[src/rtl/alu_pkg.sv]
// alu_pkg: types shared by the alu execution block and its command-side driver.
//   opcode_t  - 3-bit ALU operation code
//   DATA_W    - operand / result width
//   alu_req_t - operation bundle issued to the ALU
package alu_pkg;
  localparam int DATA_W = 8;

  typedef enum logic [2:0] {
    ADD = 3'd0,
    SUB = 3'd1,
    OR  = 3'd2,
    AND = 3'd3,
    XOR = 3'd4,
    SLL = 3'd5,
    SRL = 3'd6,
    SLT = 3'd7
  } opcode_t;

  typedef struct packed {
    opcode_t           op;
    logic [DATA_W-1:0] a;
    logic [DATA_W-1:0] b;
  } alu_req_t;
endpackage

[src/rtl/alu_driver.sv]
// alu_driver: valid/ready front end for the alu block, one operation in flight.
//   cmd_*      - command channel (valid/ready, opcode, operands, tag)
//   alu_*      - drive to / result from the alu (alu registers on negedge)
//   rsp_*      - response channel (valid/ready, result, zero flag, tag)
//   op_count   - completed responses, wraps modulo 2^CNT_W
//   clk, reset - single clock, asynchronous active-high reset
module alu_driver
  import alu_pkg::*;
#(
  parameter int TAG_W = 4,
  parameter int CNT_W = 16
) (
  input  logic              clk,
  input  logic              reset,
  input  logic              cmd_valid,
  output logic              cmd_ready,
  input  opcode_t           cmd_opcode,
  input  logic [DATA_W-1:0] cmd_a,
  input  logic [DATA_W-1:0] cmd_b,
  input  logic [TAG_W-1:0]  cmd_tag,
  output opcode_t           alu_opcode,
  output logic [DATA_W-1:0] alu_a,
  output logic [DATA_W-1:0] alu_b,
  input  logic [DATA_W-1:0] alu_out,
  input  logic              alu_zero,
  output logic              rsp_valid,
  input  logic              rsp_ready,
  output logic [DATA_W-1:0] rsp_data,
  output logic              rsp_zero,
  output logic [TAG_W-1:0]  rsp_tag,
  output logic [CNT_W-1:0]  op_count
);

  localparam logic [1:0] IDLE = 2'd0;
  localparam logic [1:0] EXEC = 2'd1;
  localparam logic [1:0] RESP = 2'd2;

  logic [1:0]       state;
  alu_req_t         issue_q;
  logic [TAG_W-1:0] tag_q;

  // Decode of the state register only; never looks at cmd_valid/rsp_ready.
  assign cmd_ready  = (state == IDLE);
  assign alu_opcode = issue_q.op;
  assign alu_a      = issue_q.a;
  assign alu_b      = issue_q.b;

  always_ff @(posedge clk or posedge reset) begin
    if (reset) begin
      state     <= IDLE;
      issue_q   <= '{op: ADD, a: '0, b: '0};
      tag_q     <= '0;
      rsp_valid <= 1'b0;
      rsp_data  <= '0;
      rsp_zero  <= 1'b0;
      rsp_tag   <= '0;
      op_count  <= '0;
    end else begin
      case (state)
        IDLE: if (cmd_valid) begin
          issue_q <= '{op: cmd_opcode, a: cmd_a, b: cmd_b};
          tag_q   <= cmd_tag;
          state   <= EXEC;
        end
        // The alu updated on the negedge inside this cycle, so its result
        // is settled by this posedge.
        EXEC: begin
          rsp_data  <= alu_out;
          rsp_zero  <= alu_zero;
          rsp_tag   <= tag_q;
          rsp_valid <= 1'b1;
          state     <= RESP;
        end
        RESP: if (rsp_ready) begin
          rsp_valid <= 1'b0;
          op_count  <= op_count + 1'b1;
          state     <= IDLE;
        end
        default: state <= IDLE;
      endcase
    end
  end

endmodule

[config.mk]
export PLATFORM = sky130hd
export DESIGN_NAME = alu_driver
export DESIGN_NICKNAME = d
export VERILOG_FILES = /design/src/rtl/alu_pkg.sv /design/src/rtl/alu_driver.sv
export SDC_FILE = /design/constraint.sdc
export NUM_CORES = 1
export LEC_CHECK = 0
export ABC_AREA = 1
export CORE_ASPECT_RATIO = 1.25
export CORE_MARGIN = 1
export CORE_UTILIZATION = 40
export CTS_CLUSTER_SIZE = 40
export DETAILED_ROUTE_END_ITERATION = 10
export PLACE_DENSITY = 0.74
export RECOVER_POWER = 25
export SYNTH_ARGS = -nofsm -noshare
export SYNTH_HDL_FRONTEND = slang
export SYNTH_SLANG_ARGS = --single-unit
export TNS_END_PERCENT = 1
[constraint.sdc]
create_clock -name clk -period 2.2 [get_ports clk]
set_input_delay 0.33 -clock clk [delete_from_list [all_inputs] [get_ports clk]]
set_output_delay 0.33 -clock clk [all_outputs]
set_load 0.02 [all_outputs]
==> results.txt, run 1 <==
The flow ran to the end, and the final reports show no timing, DRC or antenna violations. The region available for standard cell placement spans around 0.0054 mm^2. 0 antenna diodes ended up in the layout. In this run the critical register-to-register path is captured at rsp_tag[0]$_DFFE_PP0P_. The worst-case reg-to-reg path depth is 4. Setup slack closes at roughly 0.26 ns. At the later pin of the worst-skew pair, clock insertion delay measures 0.31 ns.

The overflow left after global routing is 0. The netlist uses 20 different library cells. The width of the chip came out at just under 70 um.

The commonest non-fill, non-tap cell in the layout is nand2_1. The cell area that synthesis handed to floorplanning was around 0.0023 mm^2. The minimum clock period is 1.94 ns.

The final clock period utilization by the worst path came out at approximately nine tenths. The net count of the mapped netlist is between 200 and 300. The initial core utilization is between 40% and 50%. The via total after detailed routing is ~1,900. The share of final-layout standard cells stronger than drive strength 1 came out at a little over 6%. The maximum vdd drop came out at 0.848 mV. The path class of the lowest-slack min-delay path is register to register. CTS saw 55 sinks. Setup slack on the worst reg-to-reg path comes out at 0.59 ns. The layout-stage area growth over the synthesis result came out at 43.6%. The kind of critical path is register to output port. The startpoint identified for the worst hold timing path is rsp_data[6]$_DFFE_PP0P_.

The routability congestion estimate is ~0.77. The number of clock buffers added by TritonCTS is 5. The power density relative to cell area is around 1200 mW/mm^2.

The actual slew at the worst max-slew pin is 1.32 ns. In the routed design, unresolved DRC markers number 0. The detailed-route wire length came out at 4890 um. In this run the tightest slew margin relative to its limit is 12.3%. The buffer depth of the longest clock path is 2.

The data required time at the worst endpoint is about 1.9 ns. The first global-routing pass estimated between 8000 and 9000 um of wire. The total negative slack came out at 0 ns. The worst hold path terminates at rsp_data[6]$_DFFE_PP0P_. The final setup violation count came out at 0.

The iteration-0 DRC count of the detailed router came out at 64. The total of warnings raised by yosys came out at 0. In the final design database the tool counted around 380 nets.

After technology mapping, the gate count stands at 257. Post-CTS repair changed the size of 0 cells. The endpoint arrival time on the critical path came out at about 1.6 ns. The initial antenna violation count is 0. After filler insertion, the fill cell instance count of the layout stands at 498. The number of pins exceeding their max-slew limit in the final report came out at 0. Max-cap violations in this run came to 0. OpenSTA, run right after detailed placement, puts the worst setup slack at ~0.53 ns. The top cell types in the final layout, fill and taps aside, are nand2_1 (126), clkdlybuf4s50_1 (84), dfrtp_1 (55), inv_1 (14), nor2_1 (11). The post-route clock skew came out at approximately 0.0044 ns.

The post-detailed-route via-to-cell ratio came out at about 4.6. In this run the tool buffered the top-level ports with 85 buffer cells. The largest driver fanout on the critical path came out at 3. The maximum clock frequency came out at roughly 510 MHz.

The number of global-route vias before repair is approximately 1,900. Each instance of the synthesized netlist takes up on average ~8.9 um^2. In the final routed layout, each cell accounts on average for 11.9 um. CTS built an H-tree with a depth of 2. Counting flops and latches in the post-synthesis netlist gives between 50 and 60. The floorplan step defined a die boundary enclosing between 0.005 and 0.006 mm^2.

Entering global routing, the biggest net connects 56 pins. The hold buffer count at cts is 0. The number of detailed-route iterations in the first pass is 4. The height of the die is 86.3 um. The number of hold violations in the final report is 0.

The final worst hold slack came out at 0.479 ns. The count of nets left with antenna violations once routing finished came out at 0. The root buffer selected by CTS is clkbuf_8.

The HPWL after detailed placement came out at between 3000 and 4000 um. The sequential share of the synthesized area came out at 60.5%. The global-route total usage across every layer came out at between 10% and 20%. TritonCTS built the clock tree. The number of instances on the worst hold path is 2. Setup repair after global routing left no endpoint under its margin.

The nature of the critical path startpoint is a register. The worst setup path is captured at an output port. Pin placement for this block handled 86 I/O pins.

Clock-pin slew was measured on the worst setup and hold paths at around 0.1 ns. In this run the critical register-to-register path is launched from state[0]$_DFFE_PP0P_. The leakage power came out at 1.56 nW. The number of rows created at floorplan is 30. Once the clock tree was built, the setup fixing pass inserted 0 buffers.
==> critical path, cell delays in order (launching register included) <==
cell and delay (ns):
dfrtp_1 0.44, nor2_1 0.22, clkdlybuf4s50_1 0.64
==> worst max path at each step <==
stage | startpoint | endpoint | depth (start not counted)
5_1_grt | state[0]$_DFFE_PP0P_ | cmd_ready | 2
4_1_cts | state[0]$_DFFE_PP0P_ | cmd_ready | 2
3_3_place_gp | rsp_ready | op_count[15]$_DFFE_PP0P_ | 8
3_5_place_dp | rsp_ready | op_count[13]$_DFFE_PP0P_ | 6
2_1_floorplan | reset | alu_a[0]$_DFFE_PP0P_ | 1
6_report | state[0]$_DFFE_PP0P_ | cmd_ready | 2
==> through the flow <==
stage / cells / utilization (%) / total power, mW / area (um^2)
6_report: 410 / 60.0 / 4.01 / 3270
5_1_grt: 410 / 60.0 / 4.27 / 3270
4_1_cts: 410 / 60.3 / 4.07 / 3280
3_5_place_dp: 402 / 58.7 / 3.49 / 3190
3_3_place_gp: 402 / 58.7 / 3.45 / 3190
2_1_floorplan: 257 / - / 2.60 / 2270
==> sequential cells by signal, indices dropped and copies added (netlist names), 2 cells and up <==
register    count
op_count       16
alu_a           8
alu_b           8
rsp_data        8
rsp_tag         4
tag_q           4
alu_opcode      3
state           2
==> area by class of cell <==
type	instances	area (um^2)	area share (%)
inverter	18	67.6	2.07
clock inverter	3	18.8	0.574
multi-input combinational	178	792	24.2
tap	64	80.1	2.45
sequential	55	1380	42.1
clock buffer	5	68.8	2.11
timing repair buffer	87	863	26.4
==> Yosys cell counts, drive strengths merged <==
library cell	n	area, um^2
dfrtp	55	1380
nand3b	2	15.0
nor2	16	77.6
nand3	7	40.0
ha	1	12.5
o21ai	12	60.1
nand2	128	485
xnor2	7	61.3
buf	6	38.8
nor3	1	5.00
xor2	4	35.0
inv	18	67.6
==> power by group <==
part | leakage [nW] | switching (mW) | internal (mW)
logic | 0.816 | 0.974 | 0.828
registers | 0.694 | 0.261 | 1.39
clock network | 0.0483 | 0.335 | 0.225
==> layer usage <==
layer | global-route usage [%] | up-vias | routed length, um
li1 | - | 951 | -
met2 | 30.9 | 66 | 2370
met3 | 5.35 | 8 | 358
met5 | 0 | - | 0
met1 | 20.3 | 866 | 2070
met4 | 5.75 | 0 | 85
==> logic make-up (layout without fill, tap and decap cells) <==
group           after synthesis  after routing  synth area share (%)
fa+ha+maj                     1              1                 0.550
buf+inv                      24            113                  4.68
simple gates                154            154                  27.4
flops                        55             55                  60.5
xor+xnor                     11             11                  4.24
compound gates               12             12                  2.64
Power figures use the tool's default switching activity.
==> run 2: changes to the inputs <==
- CAP_MARGIN: not set -> 20
- CTS_CLUSTER_DIAMETER: not set -> 60
==> results of run 2 <==
The final DEF is identical to that of run 1; final timing and power are the same.
==> run 3: changes to the inputs <==
- GPL_TIMING_DRIVEN: not set -> 0
==> results.txt, run 3 (synthesized netlist as in run 1, its figures left out) <==
The routability congestion estimate came out at 0.761 (was 0.775). Top library cells by usage in the layout, fill and taps aside: nand2_1 (126), clkdlybuf4s50_1 (84), dfrtp_1 (55), inv_1 (15), nor2_1 (11) (was nand2_1 (126), clkdlybuf4s50_1 (84), dfrtp_1 (55), inv_1 (14), nor2_1 (11)). The non-filler instance count after layout is 415 (was 410). The share of final-layout standard cells stronger than drive strength 1 is 6.84% (was 6.07%). The clock transition at the registers of the reported paths was 0.09 ns (was 0.10 ns). The core box area is 0.00544 mm^2 (unchanged). The number of global-route vias before repair is 1,923 (was 1,864).

The layout-stage area growth over the synthesis result is 45.4% (was 43.6%). The number of pins exceeding their max-slew limit in the final report came to 0 (unchanged). The switching share of power is 38.5% (was 39.2%). The commonest non-fill, non-tap cell in the layout was nand2_1 (unchanged).

Status: complete, no violations (unchanged). The quantity of I/O buffers inserted on ports came to 85 (unchanged). The width of the chip is 69.5 um (unchanged).

The actual slew at the worst max-slew pin is 0.639 ns (was 1.32 ns). The total of cells resized after clock tree synthesis was 0 (unchanged). The most flop-heavy register is op_count (unchanged).

The final net count came out at 387 (was 382). The nature of the critical path startpoint is a register (unchanged). The switching component of the power came out at 1.55 mW (was 1.57 mW).

The maximum number of pins on one net before global-route repair was 41 (was 56). The power density relative to cell area came out at 1210 mW/mm^2 (was 1230 mW/mm^2). The iteration-0 DRC count of the detailed router came out at 77 (was 64). The endpoint arrival time on the critical path is 1.53 ns (was 1.61 ns).

The buffer depth of the longest clock path is 2 (unchanged). The data required time at the worst endpoint is 1.87 ns (about the same). The number of antenna cells inserted is 0 (unchanged). The kind of critical path is register to output port (unchanged). The number of post-CTS setup repair buffers is 0 (unchanged). The maximum clock frequency came out at 536 MHz (was 515 MHz). The minimum setup slack in the final design came out at 0.336 ns (was 0.258 ns). The sequential share of power was 40.9% (was 41.1%). The reg-to-reg critical path endpoint is op_count[14]$_DFFE_PP0P_ (was rsp_tag[0]$_DFFE_PP0P_). The global-route total usage across every layer is 17.4% (was 17.5%). The number of detailed-route iterations in the first pass is 4 (unchanged). The clock network power share was 13.3% (was 14.0%). The source of the worst hold timing path was rsp_data[6]$_DFFE_PP0P_ (unchanged). The initial antenna violation count came out at 0 (unchanged). The number of max-cap violations came to 0 (unchanged). The relative slew slack came out at 57.4% (was 12.3%). The root buffer selected by CTS is clkbuf_8 (unchanged).

The final clock period utilization by the worst path is 84.7% (was 88.3%). The number of rows created at floorplan came out at 30 (unchanged). The post-route clock skew is 0.00704 ns (was 0.00440 ns). The leakage power came out at 1.58 nW (was 1.56 nW). The minimum clock period is 1.86 ns (was 1.94 ns). RSZ-0062 raised after global routing: no (unchanged).

The design internal power came to 2.47 mW (was 2.44 mW). The post-detailed-route via-to-cell ratio was 4.61 (about the same). The path class of the lowest-slack min-delay path is register to register (unchanged).

The worst-case reg-to-reg path depth is 6 (was 4). The worst slack at placement was 0.540 ns (was 0.527 ns). The number of flip-flops in the largest register came out at 16 (unchanged). The area of all placed cells without fillers came out at 0.00331 mm^2 (was 0.00327 mm^2). The endpoint type of the worst setup path is an output port (unchanged). The clock latency of the later-clocked register in the worst-skew pair came to 0.30 ns (was 0.31 ns). The number of H-tree levels came out at 2 (unchanged).

The maximum vdd drop is 0.899 mV (was 0.848 mV). The detailed-route wire length came to 4800 um (was 4890 um). The clock sink total is 55 (unchanged). The post-route DRC violation count is 0 (unchanged). The cell area after placement is 0.00323 mm^2 (was 0.00319 mm^2). The first-pass GRT wire length is 8300 um (unchanged).

The largest driver fanout on the critical path is 3 (unchanged). The final design utilization came out at 60.8% (was 60.0%). The post-placement cell count is 407 (was 402). The via total after detailed routing is 1,915 (was 1,891). The initial core utilization is 41.8% (unchanged).

The height of the die is 86.3 um (unchanged). The number of hold violations in the final report is 0 (unchanged). The number of buffers added by the clock tree synthesis step is 5 (unchanged). The part of the total power dissipated in combinational logic came out at 45.7% (was 44.9%). The final setup violation count came out at 0 (unchanged). The CTS tree is done (unchanged). The area of the die came out at 0.00599 mm^2 (unchanged). The mean routed wirelength per cell was 11.6 um (was 11.9 um). The number of instances on the worst hold path is 2 (unchanged). The final worst hold slack came out at 0.480 ns (was 0.479 ns). The register-to-register setup slack came out at 0.86 ns (was 0.59 ns).

The total I/O pin count is 86 (unchanged). The overflow left after global routing was 0 (unchanged). The source of the worst register-to-register timing path is op_count[0]$_DFFE_PP0P_ (was state[0]$_DFFE_PP0P_). The destination of the worst hold path is rsp_data[6]$_DFFE_PP0P_ (unchanged).

The antenna violation net count after detailed routing is 0 (unchanged). The HPWL after detailed placement is 3630 um (was 3620 um). The hold buffer count at cts came to 0 (unchanged).
-- run 3: layer usage --
layer,up-vias,GRT usage (%),routed length (um)
li1,963,-,-
met1,879,20.2,1990
met2,66,29.9,2330
met3,7,6.05,408
met4,0,5.94,71
met5,-,0,0
-- run 3: area by class of cell --
| type | count | area, um^2 |
|---|---|---|
| fillers | 472 | 2140 |
| flip-flops and latches | 55 | 1380 |
| repair buffers | 86 | 871 |
| multi-input cells | 178 | 792 |
| well taps | 64 | 80.1 |
| clock buffers | 7 | 76.3 |
| inverters | 18 | 67.6 |
| plain buffers | 6 | 38.8 |
| clock inverters | 1 | 5.00 |
-- run 3: worst max path at each step --
stage                         startpoint                  endpoint  slack, ns  cells after the start
global route        state[1]$_DFFE_PP0P_                 cmd_ready       0.26                      2
detailed placement             rsp_ready  op_count[15]$_DFFE_PP0P_       0.54                      8
finish              state[0]$_DFFE_PP0P_                 cmd_ready       0.34                      2
CTS                 state[0]$_DFFE_PP0P_                 cmd_ready       0.30                      2
global placement                   reset   op_count[8]$_DFFE_PP0P_      -0.50                      2
floorplan                          reset      alu_a[0]$_DFFE_PP0P_       0.53                      1
-- run 3: power by group through the flow --
stage | logic (mW) | clock network, mW | registers [mW]
2_1_floorplan | 0.576 | 0 | 2.02
3_3_place_gp | 1.83 | 0 | 1.65
3_5_place_dp | 1.87 | 0 | 1.65
4_1_cts | 1.87 | 0.554 | 1.65
6_report | 1.84 | 0.534 | 1.65
5_1_grt | 2.00 | 0.592 | 1.69
-- run 3: critical path, cell delays in order, from the launching register on --
cell and delay [ns]:
dfrtp_1 0.44, nor2_1 0.16, clkdlybuf4s50_1 0.64
-- run 3: through the flow --
stage | TNS (ns) | total power, mW
2_1_floorplan | 0 | 2.60
6_report | 0 | 4.02
5_1_grt | 0 | 4.28
4_1_cts | 0 | 4.07
3_5_place_dp | 0 | 3.52
3_3_place_gp | -27.27 | 3.48
